`config.mk`:
```
export PLATFORM = sky130hd
export DESIGN_NAME = mul_share_arbiter_flat
export DESIGN_NICKNAME = d
export VERILOG_FILES = /design/src/rtl/mul_share_arbiter_if.sv /design/src/rtl/mul_share_arbiter.sv /design/src/flat_wrapper.sv
export SDC_FILE = /design/constraint.sdc
export NUM_CORES = 1
export LEC_CHECK = 0
export CORE_ASPECT_RATIO = 1.25
export CORE_MARGIN = 3
export CORE_UTILIZATION = 42
export CTS_BUF_LIST = sky130_fd_sc_hd__clkbuf_8
export CTS_CLUSTER_DIAMETER = 50
export CTS_CLUSTER_SIZE = 8
export DETAILED_ROUTE_END_ITERATION = 8
export GPL_TIMING_DRIVEN = 0
export PLACE_DENSITY = 0.93
export SYNTH_ARGS = -nofsm -noshare
export SYNTH_HDL_FRONTEND = slang
export SYNTH_SLANG_ARGS = --single-unit
```
`constraint.sdc`:
```
create_clock -name clk_in -period 2.1 [get_ports clk_in]
set_clock_uncertainty 0.2 [all_clocks]
set_input_delay 0.525 -clock clk_in [delete_from_list [all_inputs] [get_ports clk_in]]
set_output_delay 0.525 -clock clk_in [all_outputs]
set_load 0.005 [all_outputs]
```
`src/rtl/mul_share_arbiter_if.sv`:
```
`default_nettype none
// ============================================================================
//  Module   : mul_share_arbiter_if
//  Brief    : Requester, response and multiplier-side signals of the shared
//             multiplier arbiter, grouped as one bundle.
//  Revision : 1.0  initial release
// ============================================================================
interface mul_share_arbiter_if;
   // requester 0
   logic        req0_valid;
   logic        req0_ready;
   logic [10:0] req0_gx;
   logic [10:0] req0_gy;
   logic [4:0]  req0_ex;
   logic [4:0]  req0_ey;
   // requester 1
   logic        req1_valid;
   logic        req1_ready;
   logic [10:0] req1_gx;
   logic [10:0] req1_gy;
   logic [4:0]  req1_ex;
   logic [4:0]  req1_ey;
   // multiplier side
   logic [10:0] mul_gx;
   logic [10:0] mul_gy;
   logic [4:0]  mul_ex;
   logic [4:0]  mul_ey;
   logic [21:0] mul_product;
   // responses
   logic        rsp0_valid;
   logic [21:0] rsp0_product;
   logic        rsp1_valid;
   logic [21:0] rsp1_product;
   logic        busy;

   // arbiter view
   modport slave (
      input  req0_valid, req0_gx, req0_gy, req0_ex, req0_ey,
      input  req1_valid, req1_gx, req1_gy, req1_ex, req1_ey,
      input  mul_product,
      output req0_ready, req1_ready,
      output mul_gx, mul_gy, mul_ex, mul_ey,
      output rsp0_valid, rsp0_product, rsp1_valid, rsp1_product, busy
   );

   // requester / multiplier environment view
   modport master (
      output req0_valid, req0_gx, req0_gy, req0_ex, req0_ey,
      output req1_valid, req1_gx, req1_gy, req1_ex, req1_ey,
      output mul_product,
      input  req0_ready, req1_ready,
      input  mul_gx, mul_gy, mul_ex, mul_ey,
      input  rsp0_valid, rsp0_product, rsp1_valid, rsp1_product, busy
   );
endinterface
`default_nettype wire

```
`src/rtl/mul_share_arbiter.sv`:
```
`default_nettype none
// ============================================================================
//  Module   : mul_share_arbiter
//  Brief    : Round-robin sharing of one pipelined multiplier between two
//             requesters; a tag shift register routes each product back to
//             the requester that issued it.
//  Revision : 1.0  initial release
// ============================================================================
module mul_share_arbiter #(
   parameter int LAT = 3
) (
   input  wire logic             clk_in,
   input  wire logic             rst_in,
   mul_share_arbiter_if.slave    bus
);

   localparam int DEPTH = LAT + 1;

   logic             grant0;
   logic             grant1;
   logic             ptr_q,          ptr_d;
   logic [10:0]      mul_gx_q,       mul_gx_d;
   logic [10:0]      mul_gy_q,       mul_gy_d;
   logic [4:0]       mul_ex_q,       mul_ex_d;
   logic [4:0]       mul_ey_q,       mul_ey_d;
   logic [DEPTH-1:0] tag_vld_q,      tag_vld_d;
   logic [DEPTH-1:0] tag_own_q,      tag_own_d;
   logic             rsp0_valid_q,   rsp0_valid_d;
   logic             rsp1_valid_q,   rsp1_valid_d;
   logic [21:0]      rsp0_product_q, rsp0_product_d;
   logic [21:0]      rsp1_product_q, rsp1_product_d;

   // Round-robin grant: ptr_q=0 favours requester 0 when both are valid
   always_comb begin
      grant0 = bus.req0_valid & (~bus.req1_valid | ~ptr_q);
      grant1 = bus.req1_valid & (~bus.req0_valid |  ptr_q);
   end

   // Next state: pointer, operand registers, tag pipeline and response stage
   always_comb begin
      ptr_d          = ptr_q;
      mul_gx_d       = mul_gx_q;
      mul_gy_d       = mul_gy_q;
      mul_ex_d       = mul_ex_q;
      mul_ey_d       = mul_ey_q;
      rsp0_product_d = rsp0_product_q;
      rsp1_product_d = rsp1_product_q;

      // pointer only moves when there was actual contention
      if (bus.req0_valid && bus.req1_valid) begin
         ptr_d = ~ptr_q;
      end

      if (grant0) begin
         mul_gx_d = bus.req0_gx;
         mul_gy_d = bus.req0_gy;
         mul_ex_d = bus.req0_ex;
         mul_ey_d = bus.req0_ey;
      end else if (grant1) begin
         mul_gx_d = bus.req1_gx;
         mul_gy_d = bus.req1_gy;
         mul_ex_d = bus.req1_ex;
         mul_ey_d = bus.req1_ey;
      end

      // tags shift every cycle; an idle cycle pushes an invalid entry
      tag_vld_d = {tag_vld_q[DEPTH-2:0], grant0 | grant1};
      tag_own_d = {tag_own_q[DEPTH-2:0], grant1};

      // the last tag stage lines up with the product leaving the multiplier
      rsp0_valid_d = tag_vld_q[DEPTH-1] & ~tag_own_q[DEPTH-1];
      rsp1_valid_d = tag_vld_q[DEPTH-1] &  tag_own_q[DEPTH-1];
      if (rsp0_valid_d) begin
         rsp0_product_d = bus.mul_product;
      end
      if (rsp1_valid_d) begin
         rsp1_product_d = bus.mul_product;
      end
   end

   // State registers; reset drops every in-flight tag
   always_ff @(posedge clk_in or negedge rst_in) begin
      if (!rst_in) begin
         ptr_q          <= 1'b0;
         mul_gx_q       <= '0;
         mul_gy_q       <= '0;
         mul_ex_q       <= '0;
         mul_ey_q       <= '0;
         tag_vld_q      <= '0;
         tag_own_q      <= '0;
         rsp0_valid_q   <= 1'b0;
         rsp1_valid_q   <= 1'b0;
         rsp0_product_q <= '0;
         rsp1_product_q <= '0;
      end else begin
         ptr_q          <= ptr_d;
         mul_gx_q       <= mul_gx_d;
         mul_gy_q       <= mul_gy_d;
         mul_ex_q       <= mul_ex_d;
         mul_ey_q       <= mul_ey_d;
         tag_vld_q      <= tag_vld_d;
         tag_own_q      <= tag_own_d;
         rsp0_valid_q   <= rsp0_valid_d;
         rsp1_valid_q   <= rsp1_valid_d;
         rsp0_product_q <= rsp0_product_d;
         rsp1_product_q <= rsp1_product_d;
      end
   end

   assign bus.req0_ready   = grant0;
   assign bus.req1_ready   = grant1;
   assign bus.mul_gx       = mul_gx_q;
   assign bus.mul_gy       = mul_gy_q;
   assign bus.mul_ex       = mul_ex_q;
   assign bus.mul_ey       = mul_ey_q;
   assign bus.rsp0_valid   = rsp0_valid_q;
   assign bus.rsp1_valid   = rsp1_valid_q;
   assign bus.rsp0_product = rsp0_product_q;
   assign bus.rsp1_product = rsp1_product_q;
   assign bus.busy         = (|tag_vld_q) | rsp0_valid_q | rsp1_valid_q;

endmodule
`default_nettype wire

```
`src/flat_wrapper.sv`:
```
// flat-port wrapper written by rule: the top's interface ports become plain ports
module mul_share_arbiter_flat 
#(
   parameter int LAT = 3
)
  (clk_in, rst_in, bus_req0_valid, bus_req0_gx, bus_req0_gy, bus_req0_ex, bus_req0_ey, bus_req1_valid, bus_req1_gx, bus_req1_gy, bus_req1_ex, bus_req1_ey, bus_mul_product, bus_req0_ready, bus_req1_ready, bus_mul_gx, bus_mul_gy, bus_mul_ex, bus_mul_ey, bus_rsp0_valid, bus_rsp0_product, bus_rsp1_valid, bus_rsp1_product, bus_busy);
  mul_share_arbiter_if bus_i ();
  input  wire logic clk_in;
  input  wire logic rst_in;
  input wire logic [$bits(bus_i.req0_valid)-1:0] bus_req0_valid;
  input wire logic [$bits(bus_i.req0_gx)-1:0] bus_req0_gx;
  input wire logic [$bits(bus_i.req0_gy)-1:0] bus_req0_gy;
  input wire logic [$bits(bus_i.req0_ex)-1:0] bus_req0_ex;
  input wire logic [$bits(bus_i.req0_ey)-1:0] bus_req0_ey;
  input wire logic [$bits(bus_i.req1_valid)-1:0] bus_req1_valid;
  input wire logic [$bits(bus_i.req1_gx)-1:0] bus_req1_gx;
  input wire logic [$bits(bus_i.req1_gy)-1:0] bus_req1_gy;
  input wire logic [$bits(bus_i.req1_ex)-1:0] bus_req1_ex;
  input wire logic [$bits(bus_i.req1_ey)-1:0] bus_req1_ey;
  input wire logic [$bits(bus_i.mul_product)-1:0] bus_mul_product;
  output wire logic [$bits(bus_i.req0_ready)-1:0] bus_req0_ready;
  output wire logic [$bits(bus_i.req1_ready)-1:0] bus_req1_ready;
  output wire logic [$bits(bus_i.mul_gx)-1:0] bus_mul_gx;
  output wire logic [$bits(bus_i.mul_gy)-1:0] bus_mul_gy;
  output wire logic [$bits(bus_i.mul_ex)-1:0] bus_mul_ex;
  output wire logic [$bits(bus_i.mul_ey)-1:0] bus_mul_ey;
  output wire logic [$bits(bus_i.rsp0_valid)-1:0] bus_rsp0_valid;
  output wire logic [$bits(bus_i.rsp0_product)-1:0] bus_rsp0_product;
  output wire logic [$bits(bus_i.rsp1_valid)-1:0] bus_rsp1_valid;
  output wire logic [$bits(bus_i.rsp1_product)-1:0] bus_rsp1_product;
  output wire logic [$bits(bus_i.busy)-1:0] bus_busy;
  assign bus_i.req0_valid = bus_req0_valid;
  assign bus_i.req0_gx = bus_req0_gx;
  assign bus_i.req0_gy = bus_req0_gy;
  assign bus_i.req0_ex = bus_req0_ex;
  assign bus_i.req0_ey = bus_req0_ey;
  assign bus_i.req1_valid = bus_req1_valid;
  assign bus_i.req1_gx = bus_req1_gx;
  assign bus_i.req1_gy = bus_req1_gy;
  assign bus_i.req1_ex = bus_req1_ex;
  assign bus_i.req1_ey = bus_req1_ey;
  assign bus_i.mul_product = bus_mul_product;
  assign bus_req0_ready = bus_i.req0_ready;
  assign bus_req1_ready = bus_i.req1_ready;
  assign bus_mul_gx = bus_i.mul_gx;
  assign bus_mul_gy = bus_i.mul_gy;
  assign bus_mul_ex = bus_i.mul_ex;
  assign bus_mul_ey = bus_i.mul_ey;
  assign bus_rsp0_valid = bus_i.rsp0_valid;
  assign bus_rsp0_product = bus_i.rsp0_product;
  assign bus_rsp1_valid = bus_i.rsp1_valid;
  assign bus_rsp1_product = bus_i.rsp1_product;
  assign bus_busy = bus_i.busy;
  mul_share_arbiter #(.LAT(LAT)) u_core (.clk_in(clk_in), .rst_in(rst_in), .bus(bus_i));
endmodule
```
## After elaboration in Yosys (flattened, before gate mapping)

Index checks and enable logic that the tools add are counted.

| storage, ports and cells | value |
|---|---|
| bits in registers | 87 |
| bits of input ports | 90 |
| output and inout bits | 81 |
| logic and storage cells | 35 |

| operators by class | value |
|---|---|
| muxes and demuxes | 8 |
| bitwise logic cells | 13 |
| reductions and logical operators | 3 |

Operators with widths:

| operator | count |
|---|---|
| $mux W11 | 4 |
| $mux W5 | 4 |
| $or A1 B1 Y1 | 5 |
| $and A1 B1 Y1 | 4 |
| $not A1 Y1 | 4 |
| $reduce_or A4 Y1 | 1 |
| $reduce_bool A2 Y1 | 1 |
| $logic_and A1 B1 Y1 | 1 |

## Logic depth before layout (Yosys ltp)

| logic depth | value |
|---|---|
| word-level depth | 5 |
| depth in mapped cells | 5 |
| depth with buffers taken out | 3 |

## Worst setup path after synthesis

Ideal clock, no wire load.

| timing | value |
|---|---|
| path type | input -> output |
| from | input port bus_req0_valid |
| to | output port bus_req1_ready |
| arrival | 1.087 ns |
| data required time | 1.375 ns |
| slack | 0.288 ns |
| stages on the path | 4 |
| path buffers | 1 |
| path through | inv_1 -> o21ai_4 -> buf_2 -> inv_1 |

| on the way | value |
|---|---|
| word-level cells in the longest chain between the ends | 3 |

RTL lines:

| what | line | text |
|---|---|---|
| start, declared | flat_wrapper.sv:10 | `input wire logic [$bits(bus_i.req0_valid)-1:0] bus_req0_valid;` |
| $not A1 Y1 | mul_share_arbiter.sv:36 | `grant1 = bus.req1_valid & (~bus.req0_valid \| ptr_q);` |
| $or A1 B1 Y1 | mul_share_arbiter.sv:36 |  |
| $and A1 B1 Y1 | mul_share_arbiter.sv:36 |  |
| end, declared | flat_wrapper.sv:22 | `output wire logic [$bits(bus_i.req1_ready)-1:0] bus_req1_ready;` |

No other way between the ends.

## Worst setup path after layout

| timing | value |
|---|---|
| from | register u_core.ptr_q |
| to | output port bus_req1_ready |

| on the way | value |
|---|---|
| word-level cells in the longest chain between the ends | 2 |

RTL lines:

| what | line | text |
|---|---|---|
| start, declared | mul_share_arbiter.sv:21 | `logic ptr_q, ptr_d;` |
| start signal, assigned | mul_share_arbiter.sv:96 | `ptr_q <= ptr_d;` |
| $or A1 B1 Y1 | mul_share_arbiter.sv:36 |  |
| $and A1 B1 Y1 | mul_share_arbiter.sv:36 |  |

No other way between the ends.

==> flow_summary.json <==
{
  "placement_rows": 36,
  "antenna_cells": 0,
  "critical_path_arrival_ns": 1.30,
  "achievable-frequency_mhz": 493,
  "synth_fp_nets": 328,
  "drc_violations_left": 0,
  "total_die_area_mm2": 0.00940,
  "grt_use_total_pct": 20.2,
  "layout.area.seq_mm2": 0.00218,
  "clk_pin_slew_ns": 0.08,
  "setup_viol": 0,
  "timing_worst_slew_pin_value_ns": 0.552,
  "power.density_mw_per_mm2": 917,
  "grt_pass1_vias": 3010,
  "grt_remaining_overflow": 0,
  "post_synth_instance_area_mm2": 0.00347,
  "synth.lib_cells_used.distinct": 23,
  "drt_iter0_drc": 63,
  "drt_first_pass_iters": 4,
  "htree_num_levels": 3,
  "antenna_violating_nets_post_route": 0,
  "start_util_pct": 43.8,
  "cts_tree": "done",
  "filler_cells": 567,
  "period_needed_ns": 2.03,
  "largest_net_degree_at_the_start_of_global_routing": 47,
  "drt-total-wl_mm": 9.34,
  "hold_path.class": "reg -> reg",
  "layout.cells.most_common": "clkdlybuf4s50_1",
  "fp.dieW_um": 87.3,
  "leakage_nw": 2.28,
  "area_growth_pct": 60.5,
  "vias_per_cell": 5.18,
  "seq_area_frac_synth_pct": 62.7,
  "worst-r2r-setup-slack_ns": 0.49,
  "insertion_delay_ns": 0.34,
  "drv_cap": 0,
  "cts.sinks": 87,
  "multiInputGateArea_mm2": 0.00121,
  "run_status": "complete, no violations",
  "drv_slew": 0,
  "post-route-util_pct": 70.3,
  "vdd_drop_max_uv": 541,
  "crit_path_start_kind": "flop",
  "place_congestion": 0.761,
  "synth-seq-cells": 87,
  "critical_path_peak_fanout": 4,
  "timing.slew.headroom_pct": 63.2,
  "hold_violations": 0,
  "ctsRootBufferMaster": "clkbuf_8",
  "preCtsSetupSlack_ns": -0.889,
  "clk_path_buf_depth": 2,
  "synth-warning-count": 0,
  "grt_setup_unrepaired": "false",
  "core_mm2": 0.00793,
  "wire_per_inst_um": 17.8,
  "most-common-layout-cells": "clkdlybuf4s50_1 (164), dfrtp_1 (87), mux2_2 (44)",
  "grt_antenna_before_repair": 0,
  "wire_length_of_the_first_global_routing_pass_mm": 14.8,
  "synthesis.area_per_instance_um2": 14.6,
  "count_of_nets_after_finishing": 516,
  "worstPathRequired_ns": 1.37,
  "routed-via-count": 2722,
  "post-route-worst-setup-slack_ns": 0.0708,
  "layout-drive-gt1-share_pct": 26.7,
  "synthesized_instance_count": 238,
  "pin_count": 171,
  "final_worst_path_cycle_share_pct": 96.6,
  "timing.critical_path.to_type": "output pin",
  "timing_worst_setup_path_type": "reg -> out",
  "die_height_um": 108,
  "place.port_buffers": 170,
  "cts-buffers-inserted": 9,
  "dp_hpwl_mm": 7.18
}
==> registers in the layout (all words and copies together) (netlist names) <==
name                     flops
u_core.ptr_q                 1
u_core.bus.rsp1_product     22
u_core.bus.rsp0_product     22
u_core.tag_vld_q             4
u_core.bus.rsp0_valid        1
u_core.bus.mul_ey            5
u_core.bus.mul_ex            5
u_core.bus.mul_gx           11
u_core.bus.mul_gy           11
u_core.bus.rsp1_valid        1
u_core.tag_own_q             4
==> cell families (layout without fill, tap and decap cells) <==
group,Yosys count,in the layout,synth area share [%]
muxes,49,49,15.7
and+or+nand+nor,41,41,6.92
AOI/OAI and AO/OA,38,38,11.0
buffers and inverters,22,214,3.42
xor gates and xnor gates,1,1,0.252
DFF,87,87,62.7
==> path summary, 6_finish.rpt <==
check                      cells after the start                           from                                endpoint
max                                            5       u_core.ptr_q$_DFFE_PN0P_                          bus_req1_ready
min                                            0  u_core.tag_own_q[2]$_DFF_PN0_           u_core.tag_own_q[3]$_DFF_PN0_
max reg2reg                                    6       u_core.ptr_q$_DFFE_PN0P_        u_core.bus.mul_gy[4]$_DFFE_PN0P_
min reg2reg                                    0  u_core.tag_own_q[2]$_DFF_PN0_           u_core.tag_own_q[3]$_DFF_PN0_
max in group asynchronous                      3                         rst_in        u_core.bus.mul_ex[2]$_DFFE_PN0P_
min in group asynchronous                      2                         rst_in  u_core.bus.rsp1_product[1]$_DFFE_PN0P_
==> what timing repair did <==
item,in CTS,in global routing
pin swaps,4,2
hold buffers,1,0
gates resized for setup,24,2
endpoints found under the hold margin,41,0
buffers inserted,6,0
endpoints found under the setup margin,3,1
==> cells in the mapped netlist <==
cell type,count,area share (%)
o221a_2,26,8.4
or3_1,27,4.9
o21ai_4,1,0.47
o21ai_0,5,0.72
mux2i_1,5,1.4
a22oi_1,5,1.1
dfrtp_1,87,63
inv_1,4,0.43
nor2_1,1,0.11
buf_6,1,0.32
buf_4,5,1.1
nor4_1,1,0.18
nand2_2,2,0.36
or2_2,1,0.18
xnor2_1,1,0.25
nor2b_1,1,0.18
clkbuf_2,1,0.14
nand2_1,3,0.32
mux2_2,44,14
o221a_1,1,0.32
buf_2,7,1.0
nand3_1,5,0.72
clkbuf_1,4,0.43
==> routing by layer <==
metal / GRT usage, % / up-vias / share of wire (%)
met1: 23.3 / 1327 / 38
met4: 7.46 / 0 / 1.7
met3: 4.98 / 16 / 7.6
met5: 0 / - / 0
met2: 35.5 / 118 / 53
li1: - / 1261 / -
==> stage by stage <==
stage	hold WS, ns	cells	TNS (ns)	power (mW)	cell area [um^2]
after global placement	0.134	503	-232.73	4.00	5290
after global routing	0.158	525	0	5.39	5570
after detailed placement	0.135	504	-4.68	4.08	5320
after CTS	0.153	525	0	5.16	5570
final	0.149	525	0	5.11	5570
after floorplan	0.0294	238	0	2.92	3470
==> critical path, stage by stage, from the launching register on <==
cell and delay (ns):
dfrtp_1 0.38, buf_6 0.14, o21ai_4 0.17, buf_6 0.12
inv_1 0.04, buf_2 0.12
==> layout make-up <==
cell class | instances | share of cell area (%)
Sequential cell | 87 | 39.1
Timing Repair Buffer | 178 | 31.8
Multi-Input combinational cell | 129 | 21.7
Clock buffer | 10 | 2.47
Tap cell | 95 | 2.13
Buffer | 17 | 2.07
Clock inverter | 5 | 0.471
Inverter | 4 | 0.269
==> where the power goes <==
| group | total, mW | internal (mW) | switching [mW] |
|---|---|---|---|
| Combinational | 1.84 | 1.23 | 0.605 |
| Clock | 0.996 | 0.445 | 0.550 |
| Sequential | 2.28 | 2.07 | 0.210 |
| Total | 5.11 | 3.75 | 1.37 |
No activity file was read; power rests on OpenSTA's default activity.
==> RTL edit 1 (same settings) <==
`LAT` is set to 3 in 2 places; all go to 2.
--- a/src/rtl/mul_share_arbiter.sv
+++ b/src/rtl/mul_share_arbiter.sv
@@ -7,7 +7,7 @@
 //  Revision : 1.0  initial release
 // ============================================================================
 module mul_share_arbiter #(
-   parameter int LAT = 3
+   parameter int LAT = 2
 ) (
    input  wire logic             clk_in,
    input  wire logic             rst_in,
--- a/src/flat_wrapper.sv
+++ b/src/flat_wrapper.sv
@@ -1,7 +1,7 @@
 // flat-port wrapper written by rule: the top's interface ports become plain ports
 module mul_share_arbiter_flat 
 #(
-   parameter int LAT = 3
+   parameter int LAT = 2
 )
   (clk_in, rst_in, bus_req0_valid, bus_req0_gx, bus_req0_gy, bus_req0_ex, bus_req0_ey, bus_req1_valid, bus_req1_gx, bus_req1_gy, bus_req1_ex, bus_req1_ey, bus_mul_product, bus_req0_ready, bus_req1_ready, bus_mul_gx, bus_mul_gy, bus_mul_ex, bus_mul_ey, bus_rsp0_valid, bus_rsp0_product, bus_rsp1_valid, bus_rsp1_product, bus_busy);
   mul_share_arbiter_if bus_i ();
Function: changed (Yosys sat finds a counterexample within 10 cycles, from zero or initial values and one cycle with rst_in low).
==> RTL edit 1 against the unedited design <==
Area after synthesis fell by 1.2%. First-iteration DRC count rose by 110%. Sequential share of layout area is 0.73 points lower. Synthesized cell count down 0.84%. Total power rose by 2.5%. Sequential cell count decreased by 2. Cell area down 0.43%. Wire length is 9.0% higher. Setup slack worse by 0.020 ns. Critical endpoint unchanged.
==> RTL edit 1: results (changes against the unedited design) <==
Total GRT Usage 21.9% (was 20.2%); fraction of layout instances using a drive strength above 1 26.2% (was 26.7%); Crit-path slowest cell clkdlybuf4s15_1 (was dfrtp_1); drt wl/cell 19.5 µm (was 17.8 µm); Max IR drop VDD 0.599 mV (was 0.541 mV); Placement Cell Area 5270 µm² (was 5320 µm²); largest net degree at the start of global routing 45 (was 47); DR vias/cell 5.32 (was 5.18); top cells by count, synth dfrtp_1 (85), mux2_2 (44), or3_1 (27) (was dfrtp_1 (87), mux2_2 (44), or3_1 (27)); leakage 2.26 nW (was 2.28 nW); syn nets 326 (was 328); GPL Wtd Cong 0.799 (was 0.761); Seq/Total Area, Yosys 62.0% (was 62.7%); first-pass GRT wire length 15,500 µm (was 14,800 µm); Worst Path Arrival 1.32 ns (was 1.30 ns); Reg2Reg Depth 5 (was 6); Detail Placement HPWL 7630 µm (was 7180 µm); biggest cell delay along the critical path 0.24 ns (was 0.38 ns); DRT iter0 DRCs 133 (was 63); number of global-route vias before repair 2,916 (was 3,010); top cells by area, synth dfrtp_1 (62%), mux2_2 (14%), o221a_2 (8.5%), or3_1 (4.9%), buf_4 (1.5%) (was dfrtp_1 (63%), mux2_2 (14%), o221a_2 (8.4%), or3_1 (4.9%), mux2i_1 (1.4%)); max_slew headroom 62.3% (was 63.2%); status complete, no violations (unchanged); nets 513 (was 516); Place WS -0.856 ns (was -0.889 ns); Gate Count Post-Synth 236 (was 238); synth unique cells 24 (was 23)
[RTL edit 1: where the power goes]
group	internal [mW]	total (mW)	switching, mW	leakage (nW)
clock network	0.580	1.16	0.582	0.104
registers	2.03	2.24	0.218	0.977
logic	1.21	1.83	0.624	1.18
total	3.81	5.24	1.42	2.26
[RTL edit 1: area by class of cell]
cell class / instances / area, µm²
clock buffers: 10 / 138
flip-flops and latches: 85 / 2130
plain buffers: 17 / 118
inverters: 4 / 15.0
well taps: 95 / 119
repair buffers: 177 / 1760
multi-input cells: 129 / 1210
fillers: 540 / 2330
clock inverters: 6 / 63.8
[RTL edit 1: path summary, 6_finish.rpt]
check,from,endpoint,slack (ns)
hold reg to reg,u_core.tag_own_q[0]$_DFF_PN0_,u_core.tag_own_q[1]$_DFF_PN0_,0.15
min in group asynchronous,rst_in,u_core.bus.rsp1_product[4]$_DFFE_PN0P_,0.50
setup reg to reg,u_core.tag_vld_q[2]$_DFF_PN0_,u_core.bus.rsp0_product[14]$_DFFE_PN0P_,0.37
max in group asynchronous,rst_in,u_core.tag_vld_q[0]$_DFF_PN0_,0.58
setup / recovery,bus_req0_valid,bus_req1_ready,0.05
hold / removal,u_core.tag_own_q[0]$_DFF_PN0_,u_core.tag_own_q[1]$_DFF_PN0_,0.15
[RTL edit 1: stage by stage]
stage               setup TNS, ns  util [%]  power [mW]
floorplan                       0         -        2.88
global placement          -218.63      66.6        3.97
detailed placement          -3.73      66.9        4.07
CTS                             0      70.4        5.29
global route                    0      70.4        5.51
finish                          0      70.4        5.24
[RTL edit 1: kinds of logic (layout without fill, tap and decap cells)]
family          after synthesis  count (layout)  synth area share [%]
compound gates               38              38                  11.2
xor+xnor                      1               1                 0.255
buf+inv                      22             214                  3.61
flops                        85              85                  62.0
mux                          49              49                  15.9
simple gates                 41              41                  7.11
[RTL edit 1: layer usage]
layer	global-route usage, %	vias up	share of wire, %
li1	-	1252	-
met1	26.1	1375	39
met2	37.2	140	51
met3	5.69	16	8.2
met4	8.91	0	2.1
met5	0	-	0
[RTL edit 1: worst max-delay path, delay by kind of cell]
kind | cells | cell delay (ns)
compound gates | 1 | 0.17
buf+inv | 5 | 0.62
[RTL edit 1: what timing repair did]
item,4_1_cts,5_1_grt
pin swaps,3,1
gates resized for setup,19,2
endpoints found under the hold margin,43,0
setup endpoints to repair,3,2
buffers inserted,5,0
hold buffers,1,0
==> RTL edit 2 (same flow settings) <==
Made on the original files. Take the reset off `rsp0_product_q` and load it in a clocked block of its own.
--- a/src/rtl/mul_share_arbiter.sv
+++ b/src/rtl/mul_share_arbiter.sv
@@ -90,7 +90,6 @@
          tag_own_q      <= '0;
          rsp0_valid_q   <= 1'b0;
          rsp1_valid_q   <= 1'b0;
-         rsp0_product_q <= '0;
          rsp1_product_q <= '0;
       end else begin
          ptr_q          <= ptr_d;
@@ -102,9 +101,12 @@
          tag_own_q      <= tag_own_d;
          rsp0_valid_q   <= rsp0_valid_d;
          rsp1_valid_q   <= rsp1_valid_d;
-         rsp0_product_q <= rsp0_product_d;
          rsp1_product_q <= rsp1_product_d;
       end
+   end
+
+   always_ff @(posedge clk_in) begin
+      rsp0_product_q <= rsp0_product_d;
    end
 
    assign bus.req0_ready   = grant0;
Behaviour: differs if rst_in is asserted again (counterexample within 10 cycles, from zero or initial values and one cycle with rst_in low); with rst_in held inactive, the same outputs for 10 cycles.
==> RTL edit 2 against the unedited design <==
Sequential cell count did not move. Utilization rose by 2.2 points. Wire length decreased by 1.3%. Die area decreased by 2.9%. Cell area decreased by 1.5%. Area after synthesis fell by 3.1%. Total power is 1.2% higher. Setup slack gained 0.0052 ns. Register-to-register slack better by 0.05 ns. Critical path type unchanged. Largest power group unchanged.
==> RTL edit 2: results (changes against the unedited design) <==
status complete, no violations (unchanged); number of fill cells 509 (was 567); n_diodes 0 (unchanged); via count 2,614 (was 2,722); number of global-route vias before repair 2,979 (was 3,010); syn nets 303 (was 328); largest net degree at the start of global routing 66 (was 47); delay-heaviest family, CP buffers and inverters (unchanged); clk slew on worst S/H paths around 0.090 ns; Hold Slack 0.0580 ns (was 0.149 ns); top cells by area, synth dfrtp_1 (48%), edfxtp_1 (20%), o221a_1 (6.4%), or3_1 (5.0%), mux2_2 (4.0%) (was dfrtp_1 (63%), mux2_2 (14%), o221a_2 (8.4%), or3_1 (4.9%), mux2i_1 (1.4%)); final worst path period share 96.4% (was 96.6%); top cells by count, synth dfrtp_1 (65), or3_1 (27), edfxtp_1 (22) (was dfrtp_1 (87), mux2_2 (44), or3_1 (27)); synth unique cells 28 (was 23); Hold Path Class in2async (was reg2reg); Worst Path Arrival 1.30 ns (about the same); Reg2Reg Launch Point u_core.tag_own_q[3]$_DFF_PN0_ (was u_core.ptr_q$_DFFE_PN0P_); Root Buffer clkbuf_8 (unchanged); biggest cell delay along the critical path 0.38 ns (about the same); Total GRT Usage 21.0% (was 20.2%); Place WS -0.795 ns (was -0.889 ns); fraction of layout instances using a drive strength above 1 16.5% (was 26.7%); Crit-path slowest cell dfrtp_1 (unchanged); final wirelength 9210 µm (was 9340 µm); Top FF cell, synth dfrtp_1 (unchanged); first-pass GRT wire length 14,900 µm (was 14,800 µm); Detail Placement HPWL 6880 µm (was 7180 µm); max_slew headroom 45.2% (was 63.2%); reg2reg end u_core.bus.rsp1_product[11]$_DFFE_PN0P_ (was u_core.bus.mul_gy[4]$_DFFE_PN0P_); Reg2Reg Depth 3 (was 6); setup slack, reg-to-reg 0.54 ns (was 0.49 ns); fraction of registers with async set/reset 74.7% (was 100%); DRT iter0 DRCs 92 (was 63); antenna violations before repair 0 (unchanged); nets 490 (was 516); Post-synth EDFFs 22 (was 0); GPL Wtd Cong 0.720 (was 0.761); Max IR drop VDD 0.577 mV (was 0.541 mV); 1st-pass router iterations 4 (unchanged); met2 usage 37.3% (was 35.5%); Seq/Total Area, Yosys 68.0% (was 62.7%); Clock Tree Buf Depth 2 (unchanged); leakage 2.15 nW (was 2.28 nW); H-tree levels 3 (unchanged); met1 Use GR 23.6% (was 23.3%); ANT nets after route 0 (unchanged); CP max FO 4 (unchanged); Worst-Skew Late Latency ~0.35 ns; M3 GR Usage 6.05% (was 4.98%)
RTL edit 2: cell types whose count changed after synthesis, moves of 4 or more:
cell      change
o221a_2      -18
mux2_2       -32
o221a_1      +18
edfxtp_1     +22
mux2_1       +10
buf_4         -4
dfrtp_1      -22
RTL edit 2: stage by stage:
stage,instance area [µm²],power (mW),std cells,util (%)
global route,5490,5.44,497,72.5
finish,5490,5.17,497,72.5
floorplan,3360,2.81,213,-
global placement,5180,3.76,475,68.4
CTS,5480,5.22,495,72.3
detailed placement,5210,3.86,476,68.8
RTL edit 2: cells by family (layout without fill, tap and decap cells):
group                  Yosys count  count (layout)  synth area share [%]
flip-flops                      87              87                  68.0
AND/OR/NAND/NOR                 41              41                  7.29
AO/OA/AOI/OAI                   38              38                  11.4
multiplexers                    27              27                  8.85
buffers and inverters           19             211                  4.24
XOR/XNOR                         1               1                 0.260
RTL edit 2: layer usage:
metal	wire [µm]	share of wire, %	vias to the layer above
met5	0	0	-
met4	175	1.9	0
met2	4730	51	141
li1	-	-	1187
met1	3510	38	1267
met3	800	8.7	19
RTL edit 2: timing repair:
| action | in CTS | in global routing |
|---|---|---|
| gates cloned | 0 | 0 |
| endpoints found under the setup margin | 3 | 2 |
| pin swaps | 2 | 2 |
| resized for setup | 23 | 2 |
| setup buffers | 4 | 2 |
RTL edit 2: final cells by class:
class / instances / area share (%)
multi-input cells: 107 / 17.6
repair buffers: 177 / 32.1
flip-flops and latches: 87 / 41.6
inverters: 4 / 0.273
plain buffers: 14 / 2.28
clock buffers: 9 / 2.26
clock inverters: 7 / 1.75
well taps: 92 / 2.10
RTL edit 2: power breakdown:
part	leakage, nW	switching [mW]	internal (mW)
clock network	0.108	0.608	0.674
logic	1.08	0.563	1.05
registers	0.958	0.179	2.10
total	2.15	1.35	3.82
